File: config.mk
export PLATFORM = sky130hd
export DESIGN_NAME = nn_training_sequencer
export DESIGN_NICKNAME = d
export VERILOG_FILES = /design/src/rtl/nn_training_sequencer.sv
export SDC_FILE = /design/constraint.sdc
export NUM_CORES = 1
export LEC_CHECK = 0
export CORE_ASPECT_RATIO = 1.4
export CORE_UTILIZATION = 49
export DETAILED_ROUTE_END_ITERATION = 7
export HOLD_SLACK_MARGIN = 0.05
export PLACE_DENSITY = 0.82
export SETUP_SLACK_MARGIN = 0.5
export SLEW_MARGIN = 20
export SYNTH_ARGS = -nofsm -noshare
export SYNTH_HDL_FRONTEND = slang
export SYNTH_SLANG_ARGS = --single-unit
File: constraint.sdc
create_clock -name clk -period 4.1 [get_ports clk]
set_input_delay 0.82 -clock clk [delete_from_list [all_inputs] [get_ports clk]]
set_output_delay 0.82 -clock clk [all_outputs]
set_load 0.1 [all_outputs]
File: src/rtl/nn_training_sequencer.sv
// Training-run sequencer for neural_network: initial reset, parameter load, sample streaming, drain and epoch reset.
// Optional feature macro NN_SEQ_ABORT_EN adds an `abort` input that cancels a run through a network-reset ABORT state.
module nn_training_sequencer #(
    parameter int DATA_W         = 16,
    parameter int L1             = 2,
    parameter int L4             = 1,
    parameter int SIZE_OF_X      = 2048,
    parameter int EPOCHS         = 100,
    parameter int HOLD_CYCLES    = 10,
    parameter int DRAIN_CYCLES   = 200,
    parameter int NET_RST_CYCLES = 10,
    localparam int ADDR_W        = (SIZE_OF_X > 1) ? $clog2(SIZE_OF_X) : 1,
    localparam int EP_W          = $clog2(EPOCHS + 1)
) (
    input  logic                 clk,
    input  logic                 reset,
    input  logic                 start,
`ifdef NN_SEQ_ABORT_EN
    input  logic                 abort,
`endif
    input  logic                 s_valid,
    output logic                 s_ready,
    input  logic [L1*DATA_W-1:0] s_a1,
    input  logic [L4*DATA_W-1:0] s_y,
    output logic [ADDR_W-1:0]    sample_addr,
    output logic                 net_reset,
    output logic                 block_reset_on_mux,
    output logic                 load_inital_parameters,
    output logic                 input_select,
    output logic                 en_forward,
    output logic                 en_backward,
    output logic [L1*DATA_W-1:0] a1,
    output logic [L4*DATA_W-1:0] y,
    output logic [EP_W-1:0]      epoch_cnt,
    output logic                 busy,
    output logic                 done
);

    localparam int MAX_A   = (NET_RST_CYCLES > HOLD_CYCLES) ? NET_RST_CYCLES : HOLD_CYCLES;
    localparam int MAX_CNT = (MAX_A > DRAIN_CYCLES) ? MAX_A : DRAIN_CYCLES;
    localparam int CNT_W   = $clog2(MAX_CNT + 1);

    localparam logic [CNT_W-1:0]  RST_LAST   = CNT_W'(NET_RST_CYCLES - 1);
    localparam logic [CNT_W-1:0]  HOLD_LAST  = CNT_W'(HOLD_CYCLES - 1);
    localparam logic [CNT_W-1:0]  DRAIN_LAST = CNT_W'(DRAIN_CYCLES - 1);
    localparam logic [ADDR_W-1:0] LAST_IDX   = ADDR_W'(SIZE_OF_X - 1);
    localparam logic [EP_W-1:0]   LAST_EPOCH = EP_W'(EPOCHS - 1);

    typedef enum logic [3:0] {
        ST_IDLE,
        ST_INIT_RST,
        ST_LOAD,
        ST_FETCH,
        ST_HOLD,
        ST_DRAIN,
        ST_EPOCH_RST,
        ST_DONE,
        ST_ABORT
    } state_e;

    state_e               state_q, state_d;
    logic [CNT_W-1:0]     cnt_q, cnt_d;
    logic [ADDR_W-1:0]    idx_q, idx_d;
    logic [EP_W-1:0]      epoch_q, epoch_d;
    logic                 s_ready_q, s_ready_d;
    logic                 net_reset_q, net_reset_d;
    logic                 brm_q, brm_d;
    logic                 load_q, load_d;
    logic                 sel_q, sel_d;
    logic                 en_q, en_d;
    logic [L1*DATA_W-1:0] a1_q, a1_d;
    logic [L4*DATA_W-1:0] y_q, y_d;
    logic                 busy_q, busy_d;
    logic                 done_q, done_d;

    // Every output is a flop; the next-state logic computes the levels the network sees next cycle.
    always_comb begin
        state_d     = state_q;
        cnt_d       = cnt_q;
        idx_d       = idx_q;
        epoch_d     = epoch_q;
        s_ready_d   = s_ready_q;
        net_reset_d = net_reset_q;
        brm_d       = brm_q;
        load_d      = 1'b0;
        sel_d       = sel_q;
        en_d        = en_q;
        a1_d        = a1_q;
        y_d         = y_q;
        busy_d      = busy_q;
        done_d      = 1'b0;

        case (state_q)
            ST_IDLE: begin
                if (start) begin
                    state_d     = ST_INIT_RST;
                    cnt_d       = '0;
                    idx_d       = '0;
                    epoch_d     = '0;
                    net_reset_d = 1'b0;
                    brm_d       = 1'b0;
                    sel_d       = 1'b0;
                    en_d        = 1'b0;
                    busy_d      = 1'b1;
                end
            end
            ST_INIT_RST: begin
                if (cnt_q == RST_LAST) begin
                    state_d     = ST_LOAD;
                    net_reset_d = 1'b1;
                    brm_d       = 1'b1;
                    load_d      = 1'b1;
                    sel_d       = 1'b0;
                end else begin
                    cnt_d = cnt_q + CNT_W'(1);
                end
            end
            ST_LOAD: begin
                state_d   = ST_FETCH;
                en_d      = 1'b1;
                s_ready_d = 1'b1;
            end
            ST_FETCH: begin
                // An underrun stalls the network; enables come back with the latched sample.
                if (s_valid) begin
                    state_d   = ST_HOLD;
                    cnt_d     = '0;
                    a1_d      = s_a1;
                    y_d       = s_y;
                    s_ready_d = 1'b0;
                    en_d      = 1'b1;
                end else begin
                    en_d = 1'b0;
                end
            end
            ST_HOLD: begin
                if (cnt_q == HOLD_LAST) begin
                    cnt_d = '0;
                    if (idx_q == LAST_IDX) begin
                        state_d = ST_DRAIN;
                        idx_d   = '0;
                    end else begin
                        state_d   = ST_FETCH;
                        idx_d     = idx_q + ADDR_W'(1);
                        s_ready_d = 1'b1;
                    end
                end else begin
                    cnt_d = cnt_q + CNT_W'(1);
                end
            end
            ST_DRAIN: begin
                if (cnt_q == DRAIN_LAST) begin
                    cnt_d   = '0;
                    epoch_d = epoch_q + EP_W'(1);
                    if (epoch_q == LAST_EPOCH) begin
                        state_d = ST_DONE;
                        done_d  = 1'b1;
                        en_d    = 1'b0;
                    end else begin
                        state_d     = ST_EPOCH_RST;
                        net_reset_d = 1'b0;
                        sel_d       = 1'b1;
                    end
                end else begin
                    cnt_d = cnt_q + CNT_W'(1);
                end
            end
            ST_EPOCH_RST: begin
                if (cnt_q == RST_LAST) begin
                    state_d     = ST_FETCH;
                    net_reset_d = 1'b1;
                    s_ready_d   = 1'b1;
                end else begin
                    cnt_d = cnt_q + CNT_W'(1);
                end
            end
            ST_DONE: begin
                state_d     = ST_IDLE;
                net_reset_d = 1'b0;
                busy_d      = 1'b0;
            end
`ifdef NN_SEQ_ABORT_EN
            ST_ABORT: begin
                if (cnt_q == RST_LAST) begin
                    state_d = ST_IDLE;
                    brm_d   = 1'b0;
                    sel_d   = 1'b0;
                    busy_d  = 1'b0;
                end else begin
                    cnt_d = cnt_q + CNT_W'(1);
                end
            end
`endif
            default: begin
                state_d = ST_IDLE;
            end
        endcase

`ifdef NN_SEQ_ABORT_EN
        // Abort overrides whatever the current state decided, but keeps the progress counters.
        if (abort && (state_q != ST_IDLE)) begin
            state_d     = ST_ABORT;
            cnt_d       = '0;
            idx_d       = idx_q;
            epoch_d     = epoch_q;
            s_ready_d   = 1'b0;
            net_reset_d = 1'b0;
            brm_d       = brm_q;
            load_d      = 1'b0;
            sel_d       = sel_q;
            en_d        = 1'b0;
            a1_d        = a1_q;
            y_d         = y_q;
            busy_d      = 1'b1;
            done_d      = 1'b0;
        end
`endif
    end

    always_ff @(posedge clk) begin
        if (reset) begin
            state_q     <= ST_IDLE;
            cnt_q       <= '0;
            idx_q       <= '0;
            epoch_q     <= '0;
            s_ready_q   <= 1'b0;
            net_reset_q <= 1'b0;
            brm_q       <= 1'b0;
            load_q      <= 1'b0;
            sel_q       <= 1'b0;
            en_q        <= 1'b0;
            a1_q        <= '0;
            y_q         <= '0;
            busy_q      <= 1'b0;
            done_q      <= 1'b0;
        end else begin
            state_q     <= state_d;
            cnt_q       <= cnt_d;
            idx_q       <= idx_d;
            epoch_q     <= epoch_d;
            s_ready_q   <= s_ready_d;
            net_reset_q <= net_reset_d;
            brm_q       <= brm_d;
            load_q      <= load_d;
            sel_q       <= sel_d;
            en_q        <= en_d;
            a1_q        <= a1_d;
            y_q         <= y_d;
            busy_q      <= busy_d;
            done_q      <= done_d;
        end
    end

    assign s_ready                = s_ready_q;
    assign sample_addr            = idx_q;
    assign net_reset              = net_reset_q;
    assign block_reset_on_mux     = brm_q;
    assign load_inital_parameters = load_q;
    assign input_select           = sel_q;
    assign en_forward             = en_q;
    assign en_backward            = en_q;
    assign a1                     = a1_q;
    assign y                      = y_q;
    assign epoch_cnt              = epoch_q;
    assign busy                   = busy_q;
    assign done                   = done_q;

endmodule

==> results.toml, run 1 <==
[setup_path]
critPathKind = "flip-flop to output port"
cp.buffers_inverters = 1
crit_chain = "clkdlybuf4s50_1"
critical_path_arrival_ns = 2.00
slowest_stage = "clkdlybuf4s50_1"
cp-end-kind = "output port"
slowest_delay_ns = 1.18
crit_path_max_fanout = 7
required_ns = 3.28
critPathTopFamily = "buffers and inverters"
start_kind = "flip-flop"

[floorplan]
design.core.area_um2 = 7361
die_area_um2 = 7948
num_rows = 37
die_w_um = 75.64
dieHeight_um = 105.1
ioPinCount = 127
initial_core_util_pct = 50.54

[route]
post_drt_wl_per_cell_um = 14.37
drc = 0
firstDrtPassIters = 7
first_iter_violations = 285
vias_per_cell = 5.567
wirelength_um = 9815
final_antenna_net_count = 0
vias = 3802

[logic_synthesis]
synth_top_area_share_pct = 45.75
syn_inst = 469
synth_flop_cell = "dfxtp_1"
yosysMostFrequentCell = "nand2_1"
synth_area_leaders = "dfxtp_1 46%, nand2_1 12%, a21oi_1 8.6%, xnor2_1 3.3%, nor2_1 2.7%"
ys_top_cells_by_count = "114 x nand2_1, 85 x dfxtp_1, 64 x a21oi_1"
yosys.area.top_type = "dfxtp_1"
synth-seq-area-share_pct = 45.75
async_flop_share_pct = 0
syn-num-nets = 525
ys_ff_latch = 85
ys_warn_count = 0
syn_area_per_cell_um2 = 7.931
syn-cell-area_um2 = 3720
synth_cell_types = 54
synth-edff-count = 0

[timing]
rsz0062_at_grt = "no"
slew_viol_final = 0
hold_slack_ns = 0.4539
skew_ns = 0.01090
fin_crit_ns = 2.820
tns_ns = 0
worst_pin_slew_ns = 1.034
period_share_pct = 68.78
max_slew_margin_pct = 30.87
setup_viol = 0
hold_viol = 0
fmax_mhz = 354.6

[global_route]
antenna_found_initial = 0
gr-usage-all-layers_pct = 25.76
grt_overflow = 0
grt_pass1_wl_um = 15910
grt_max_degree = 50
first_global_vias = 3581

[clocking]
clockBufferDepth = 2
ctsResizeCount = 0
cts_sinks = 85
path_clk_slew_ns = 0.09
htree_levels = 3
ctsHoldBuffers = 0
cts_tree = "done"
cts-root-buf = "clkbuf_8"
insertion_delay_ns = 0.35
cts_setup_buffers = 0
cts_buffers = 9

[power_and_ir_drop]
powerDensity_nw_per_um2 = 436.9
ir_drop_mv = 0.3302
pwr-share-comb_pct = 29.6
leakagePower_nw = 1.728
pwr-share-clk_pct = 28.9
sequentialPowerShare_pct = 41.6
netSwitchingPower_mw = 0.8374
intPower_mw = 1.449
netSwitchingFraction_pct = 36.63

[cells_and_area]
area_growth_pct = 40.70
diodes = 0
drive_gt1_share_pct = 4.949
fin_nets = 638

[placed_design]
portBuffers = 126
place.gp.congestion = 0.8476
dp_hpwl_um = 6883

[min_path]
hp-class = "flip-flop to flip-flop"

[outcome]
status = "complete, no violations"

[run]
cap_violations = 0
-- placed cells by master (no fill, tap or decap), types with 4 or more instances in the layout --
cell             instances
a21oi_1                 64
a31oi_1                  5
and2_1                   6
and3_1                   4
clkbuf_8                10
clkdlybuf4s50_1        125
dfxtp_1                 85
ha_1                     4
inv_1                    5
nand2_1                114
nand2b_1                 4
nand3_1                 16
nand4_1                  8
nor2_1                  27
nor3_1                  15
nor3b_1                  4
nor4_1                   5
o21ai_0                 15
or4_1                    4
xnor2_1                 14
-- power by group through the flow --
stage / Combinational (mW) / Sequential [mW] / Clock, mW
4_1_cts: 0.673 / 0.947 / 0.675
5_1_grt: 0.721 / 0.960 / 0.708
6_report: 0.676 / 0.950 / 0.660
2_1_floorplan: 0.332 / 1.13 / 0
3_3_place_gp: 0.665 / 0.964 / 0
3_5_place_dp: 0.670 / 0.966 / 0
-- area by class of cell --
| cell class | instances | area (µm²) |
|---|---|---|
| Sequential cell | 85 | 1702 |
| Multi-Input combinational cell | 351 | 1887 |
| Inverter | 6 | 22.52 |
| Clock inverter | 5 | 85.08 |
| Fill cell | 570 | 2127 |
| Tap cell | 97 | 121.4 |
| Clock buffer | 10 | 137.6 |
| Timing Repair Buffer | 129 | 1279 |
-- registers in the layout, indices dropped and copies added, names as in the netlist --
| name | cells |
|---|---|
| y | 16 |
| busy | 1 |
| epoch_cnt | 7 |
| done | 1 |
| net_reset | 1 |
| s_ready | 1 |
| cnt_q | 8 |
| state_q | 3 |
| a1 | 32 |
| input_select | 1 |
| block_reset_on_mux | 1 |
| sample_addr | 11 |
| en_backward | 1 |
| load_inital_parameters | 1 |
-- stage by stage --
stage	setup slack [ns]	total power, mW	instance area [µm²]	std cells	util (%)
after global routing	1.221	2.390	5234	683	71.10
after floorplan	1.698	1.459	3720	469	-
after detailed placement	1.428	1.636	5011	668	68.08
final	1.280	2.286	5234	683	71.10
after CTS	1.260	2.295	5234	683	71.10
after global placement	1.469	1.629	5011	668	68.08
-- routing by layer --
layer,routed length (µm),vias to the layer above,global-route usage (%)
li1,-,1853,-
met1,3777,1747,29.38
met2,4866,176,41.96
met3,918,26,9.836
met4,252,0,10.71
met5,0,-,0
-- cell families after synthesis --
kind of cell	synth area share, %
compound gates	16.65
xor+xnor	3.296
buf+inv	3.532
simple gates	28.56
fa+ha+maj	1.345
mux	0.8745
flops	45.74
-- path summary, 6_finish.rpt --
kind                     start      endpoint  slack [ns]  depth (start not counted)
setup / recovery  epoch_cnt[2]  epoch_cnt[2]        1.28                          1
hold / removal           y[11]         y[11]        0.45                          2
setup reg to reg    state_q[1]      cnt_q[6]        1.45                          5
hold reg to reg          y[11]         y[11]        0.45                          2
Power figures use the tool's default switching activity.
==> run 2: changes to the inputs <==
--- a/config.mk
+++ b/config.mk
@@ -6,10 +6,10 @@
 export NUM_CORES = 1
 export LEC_CHECK = 0
 export CORE_ASPECT_RATIO = 1.4
-export CORE_UTILIZATION = 49
+export CORE_UTILIZATION = 41
 export DETAILED_ROUTE_END_ITERATION = 7
 export HOLD_SLACK_MARGIN = 0.05
-export PLACE_DENSITY = 0.82
+export PLACE_DENSITY = 0.73
 export SETUP_SLACK_MARGIN = 0.5
 export SLEW_MARGIN = 20
 export SYNTH_ARGS = -nofsm -noshare
==> constraint.sdc (replaced) <==
create_clock -name clk -period 2.4 [get_ports clk]
set_input_delay 0.48 -clock clk [delete_from_list [all_inputs] [get_ports clk]]
set_output_delay 0.48 -clock clk [all_outputs]
set_load 0.1 [all_outputs]
==> run 2 against run 1 <==
Critical path depth grew 7; final cell count rose by 4.5%; highest routed layer unchanged; non-clock buffer count is 22 higher; critical endpoint is now cnt_q[1].
==> results.toml, run 2 (synthesis gave the netlist of run 1 again) <==
[outcome]
status = "complete, no violations"

[setup_path]
crit_path_max_fanout = 4
slowest_delay_ns = 0.51
cp.buffers_inverters = 2
required_ns = 2.68
crit-reg2reg-launch = "cnt_q[1]"
crit_chain = "inv_2 > ha_4 > or4b_4 > o32a_1 > o2111ai_2 > buf_4 > mux2i_1 > and2_1"
start_kind = "flip-flop"
slowest_stage = "or4b_4"
critPathTopFamily = "simple AND/OR/NAND/NOR gates"
critical_path_arrival_ns = 2.29
critPathKind = "flip-flop to flip-flop"
worst-r2r-setup-slack_ns = 0.39
timing.rr.end = "cnt_q[1]"
r2r_cells = 8
cp-end-kind = "flip-flop"

[power_and_ir_drop]
ir_drop_mv = 0.4664
netSwitchingFraction_pct = 34.59
pwr-share-clk_pct = 33.4
leakagePower_nw = 2.083
netSwitchingPower_mw = 1.590
sequentialPowerShare_pct = 35.2
pwr-share-comb_pct = 31.4
powerDensity_nw_per_um2 = 828.4
intPower_mw = 3.007

[timing]
fin_crit_ns = 2.011
period_share_pct = 83.79
tns_ns = 0
max_slew_margin_pct = 69.51
slew_viol_final = 0
skew_ns = 0.004597
fmax_mhz = 497.3
hold_viol = 0
setup_viol = 0
worst_pin_slew_ns = 0.4535
rsz0062_at_grt = "yes"

[clocking]
htree_levels = 3
cts_sinks = 85
cts_tree = "done"
ctsHoldBuffers = 0
clockBufferDepth = 2
cts-root-buf = "clkbuf_16"
path_clk_slew_ns = 0.06
cts_buffers = 9
insertion_delay_ns = 0.34

[min_path]
min_to = "a1[11]"
hp-class = "flip-flop to flip-flop"
holdPathStages = 2
min-delay-start = "a1[11]"

[cells_and_area]
drive_gt1_share_pct = 27.26
final_cell_mix = "114 x nand2_1, 97 x buf_4, 66 x dfxtp_1, 62 x a21oi_1, 49 x clkdlybuf4s50_1"
area_growth_pct = 49.18
final_common_cell = "nand2_1"
largest_register_ffs = 32
diodes = 0
fillers = 774
regArea_um2 = 1740
fin_nets = 660
fin_util_pct = 63.72
multiInputGateArea_um2 = 2023

[global_route]
grt_overflow = 0
first_global_vias = 3675
grt_max_degree = 51
gr-usage-all-layers_pct = 22.90
antenna_found_initial = 0
grt_pass1_wl_um = 16720

[floorplan]
initial_core_util_pct = 42.72
ioPinCount = 127
die_area_um2 = 9463
design.core.area_um2 = 8708
dieHeight_um = 114.7
num_rows = 40
die_w_um = 82.50

[placed_design]
place.gp.congestion = 0.8763
portBuffers = 126
dp_hpwl_um = 7109

[route]
vias = 3880
final_antenna_net_count = 0
vias_per_cell = 5.434
first_iter_violations = 327
post_drt_wl_per_cell_um = 14.68
firstDrtPassIters = 6
drc = 0
wirelength_um = 10480

[run]
cap_violations = 0
-- run 2: worst max path at each step --
stage,startpoint,endpoint,cells past startpoint
2_1_floorplan,sample_addr[5],sample_addr[9],4
3_3_place_gp,start,cnt_q[2],6
3_5_place_dp,start,cnt_q[6],6
4_1_cts,cnt_q[1],cnt_q[1],8
5_1_grt,cnt_q[1],sample_addr[2],9
6_report,cnt_q[1],cnt_q[1],8
-- run 2: metrics by stage --
stage | total power [mW] | instances | hold WS, ns | area, µm² | worst slack (ns)
after floorplan | 2.493 | 469 | 0.5211 | 3747 | 0.4133
after global placement | 2.844 | 686 | 0.4418 | 4979 | 0.1310
after detailed placement | 2.861 | 686 | 0.4466 | 4979 | 0.08662
after CTS | 4.512 | 710 | 0.4552 | 5426 | 0.4209
after global routing | 4.814 | 714 | 0.4722 | 5549 | 0.3255
final | 4.597 | 714 | 0.4528 | 5549 | 0.3891
-- run 2: worst register-to-register path, cell delays in order, from the launching register on --
cell	delay, ns
dfxtp_2	0.33
inv_2	0.07
ha_4	0.13
or4b_4	0.51
o32a_1	0.35
o2111ai_2	0.11
buf_4	0.16
mux2i_1	0.16
and2_1	0.13
-- run 2: final cells by class --
cell class / count / share of cell area [%]
clock inverter: 5 / 1.488
inverter: 6 / 0.4735
timing repair buffer: 151 / 23.29
sequential: 85 / 31.36
multi-input combinational: 351 / 36.46
clock buffer: 11 / 4.555
tap: 105 / 2.368
-- run 2: power by group through the flow --
| stage | logic, mW | registers, mW | clock network (mW) |
|---|---|---|---|
| finish | 1.44 | 1.62 | 1.54 |
| global route | 1.53 | 1.63 | 1.65 |
| CTS | 1.35 | 1.60 | 1.56 |
| detailed placement | 1.24 | 1.62 | 0 |
| global placement | 1.22 | 1.62 | 0 |
| floorplan | 0.569 | 1.92 | 0 |
-- run 2: repair_timing --
item	4_1_cts	5_1_grt
pin swaps	5	5
setup endpoints to repair	27	23
gates cloned	0	0
buffers inserted	8	4
gates resized for setup	17	18
-- run 2: routing by layer --
metal / share of wire (%) / vias up / track usage [%] / wire length, µm
met1: 40 / 1814 / 25.92 / 4140
met2: 51 / 141 / 37.96 / 5329
li1: - / 1904 / - / -
met4: 2.1 / 0 / 11.26 / 224
met5: 0 / - / 0 / 0
met3: 7.5 / 21 / 7.570 / 787
==> run 3: changes to the inputs <==
--- a/config.mk
+++ b/config.mk
@@ -6,10 +6,10 @@
 export NUM_CORES = 1
 export LEC_CHECK = 0
 export CORE_ASPECT_RATIO = 1.4
-export CORE_UTILIZATION = 41
+export CORE_UTILIZATION = 45
 export DETAILED_ROUTE_END_ITERATION = 7
 export HOLD_SLACK_MARGIN = 0.05
-export PLACE_DENSITY = 0.73
+export PLACE_DENSITY = 0.76
 export SETUP_SLACK_MARGIN = 0.5
 export SLEW_MARGIN = 20
 export SYNTH_ARGS = -nofsm -noshare
==> constraint.sdc (replaced) <==
create_clock -name clk -period 1.9 [get_ports clk]
set_input_delay 0.38 -clock clk [delete_from_list [all_inputs] [get_ports clk]]
set_output_delay 0.38 -clock clk [all_outputs]
set_load 0.1 [all_outputs]
==> run 3 against run 2 <==
The run now ends with negative setup slack left; utilization increased by 27 points; count of clock-buffer cells in the layout is 2 higher; via count rose by 25%; setup slack lost 0.88 ns; wire length grew 76%; sequential cell count unchanged; critical path type unchanged.
==> results.toml, run 3 (synthesis gave the netlist of run 1 again) <==
[placed_design]
dp_slack_ns = -0.1900
dp_hpwl_um = 7955
portBuffers = 126
place.gp.congestion = 0.8860
placed_cell_area_um2 = 5487

[setup_path]
cp-end-kind = "flip-flop"
crit-reg2reg-launch = "cnt_q[0]"
critPathKind = "flip-flop to flip-flop"
critical_path_arrival_ns = 2.72
required_ns = 2.23
worstSetupStartpoint = "cnt_q[0]"
start_kind = "flip-flop"
crit_path_max_fanout = 6

[timing]
setup_viol = 23
rsz0062_at_grt = "yes"
slew_viol_final = 0
layout_setup_ws_ns = -0.4888
max_slew_margin_pct = 54.74
fmax_mhz = 418.6
period_share_pct = 125.7
worst_pin_slew_ns = 0.6789
fin_crit_ns = 2.389
hold_viol = 0
skew_ns = 0.01098

[route]
wirelength_um = 18490
vias_per_cell = 6.377
wl_met3_um = 1785
firstDrtPassIters = 5
top_layer = "met4"
first_iter_violations = 540
vias = 4859
drc = 0
final_antenna_net_count = 0
wl_met1_um = 6191
met2_wirelength_um = 9215
post_drt_wl_per_cell_um = 24.26

[floorplan]
ioPinCount = 127
die_w_um = 78.84
num_rows = 38
dieHeight_um = 109.6
die_area_um2 = 8639
design.core.area_um2 = 7893
initial_core_util_pct = 47.13

[clocking]
path_clk_slew_ns = 0.09
clockBufferDepth = 2
insertion_delay_ns = 0.38
cts-root-buf = "clkbuf_8"
ctsHoldBuffers = 0
cts_sinks = 85
cts_tree = "done"
cts_buffers = 9
htree_levels = 3

[power_and_ir_drop]
ir_drop_mv = 0.8219
sequentialPowerShare_pct = 32.2
netSwitchingFraction_pct = 40.76
netSwitchingPower_mw = 2.544
powerDensity_nw_per_um2 = 868.9
pwr-share-clk_pct = 21.2
leakagePower_nw = 2.901
pwr-share-comb_pct = 46.6
intPower_mw = 3.698

[cells_and_area]
diodes = 0
fin_util_pct = 91.01
final_common_cell = "buf_6"
final_area_um2 = 7183
area_growth_pct = 93.10
drive_gt1_share_pct = 52.57
final_cell_mix = "75 x buf_6, 63 x nand2_1, 61 x dfxtp_1, 56 x buf_4, 49 x a21oi_2"
largest_register_ffs = 32
fillers = 261
fin_nets = 714

[global_route]
gr-usage-all-layers_pct = 30.25
first_global_vias = 4426
grt_pass1_wl_um = 20350
grt_overflow = 0
antenna_found_initial = 0
grt_max_degree = 49

[outcome]
status = "complete, but fails checks"
failed_checks = "negative setup slack"

[min_path]
hp-class = "primary input to flip-flop"
min-delay-start = "reset"

[run]
cap_violations = 0
-- run 3: changes by cell type in the layout (fill, tap and decap cells not counted), moves of 6 or more --
cell      change
buf_6        +75
clkbuf_8      +7
nand2_1      -51
nor3_1        -9
a21oi_1      -47
nand2_2       +6
a21oi_2      +48
buf_12       +13
nand2_4      +45
buf_4        -41
dfxtp_4       +9
nor3_2        +6
-- run 3: worst max-delay path, stage by stage (launching register included) --
cell and delay [ns]:
dfxtp_4 0.37, buf_6 0.11, buf_6 0.11, ha_4 0.15, and4bb_2 0.28, a311oi_1 0.32, a21oi_1 0.08, buf_4 0.18
nor3_1 0.52, a211o_1 0.19
-- run 3: final timing paths --
kind	depth (start not counted)	to	slack, ns
setup / recovery	9	cnt_q[5]	-0.49
hold / removal	2	state_q[2]	0.46
setup reg to reg	9	cnt_q[5]	-0.49
hold reg to reg	2	y[12]	0.47
-- run 3: power groups by stage --
stage,Clock (mW),Sequential [mW],Combinational (mW)
after floorplan,0,2.42,0.766
after global placement,0,2.00,1.88
after detailed placement,0,2.00,1.91
after CTS,1.30,1.97,2.31
after global routing,1.40,2.01,3.00
final,1.32,2.01,2.91
-- run 3: layout make-up --
| class | count | area (µm²) | share of cell area (%) |
|---|---|---|---|
| timing repair buffer | 204 | 2231 | 31.06 |
| multi-input combinational | 352 | 2840 | 39.54 |
| clock inverter | 2 | 13.76 | 0.1916 |
| inverter | 6 | 22.52 | 0.3135 |
| sequential | 85 | 1769 | 24.63 |
| tap | 100 | 125.1 | 1.742 |
| clock buffer | 13 | 181.4 | 2.526 |
-- run 3: layer usage --
layer	track usage, %	vias up
met4	16.88	0
met1	30.03	2327
li1	-	2014
met3	8.299	137
met2	56.34	381
met5	0	-
-- run 3: through the flow --
step	hold WS [ns]	total power, mW	instances	TNS [ns]
2_1_floorplan	0.5160	3.191	469	0
3_3_place_gp	0.4418	3.881	715	-2.118
3_5_place_dp	0.4468	3.914	715	-2.669
4_1_cts	0.4044	5.585	748	-0.3663
5_1_grt	0.4662	6.408	762	-4.944
6_report	0.4593	6.242	762	-3.798
-- run 3: what timing repair did --
item | CTS | global route
endpoints found under the setup margin | 101 | 129
gates resized for setup | 123 | 171
pin swaps | 80 | 41
cloned | 3 | 2
setup buffers | 15 | 12
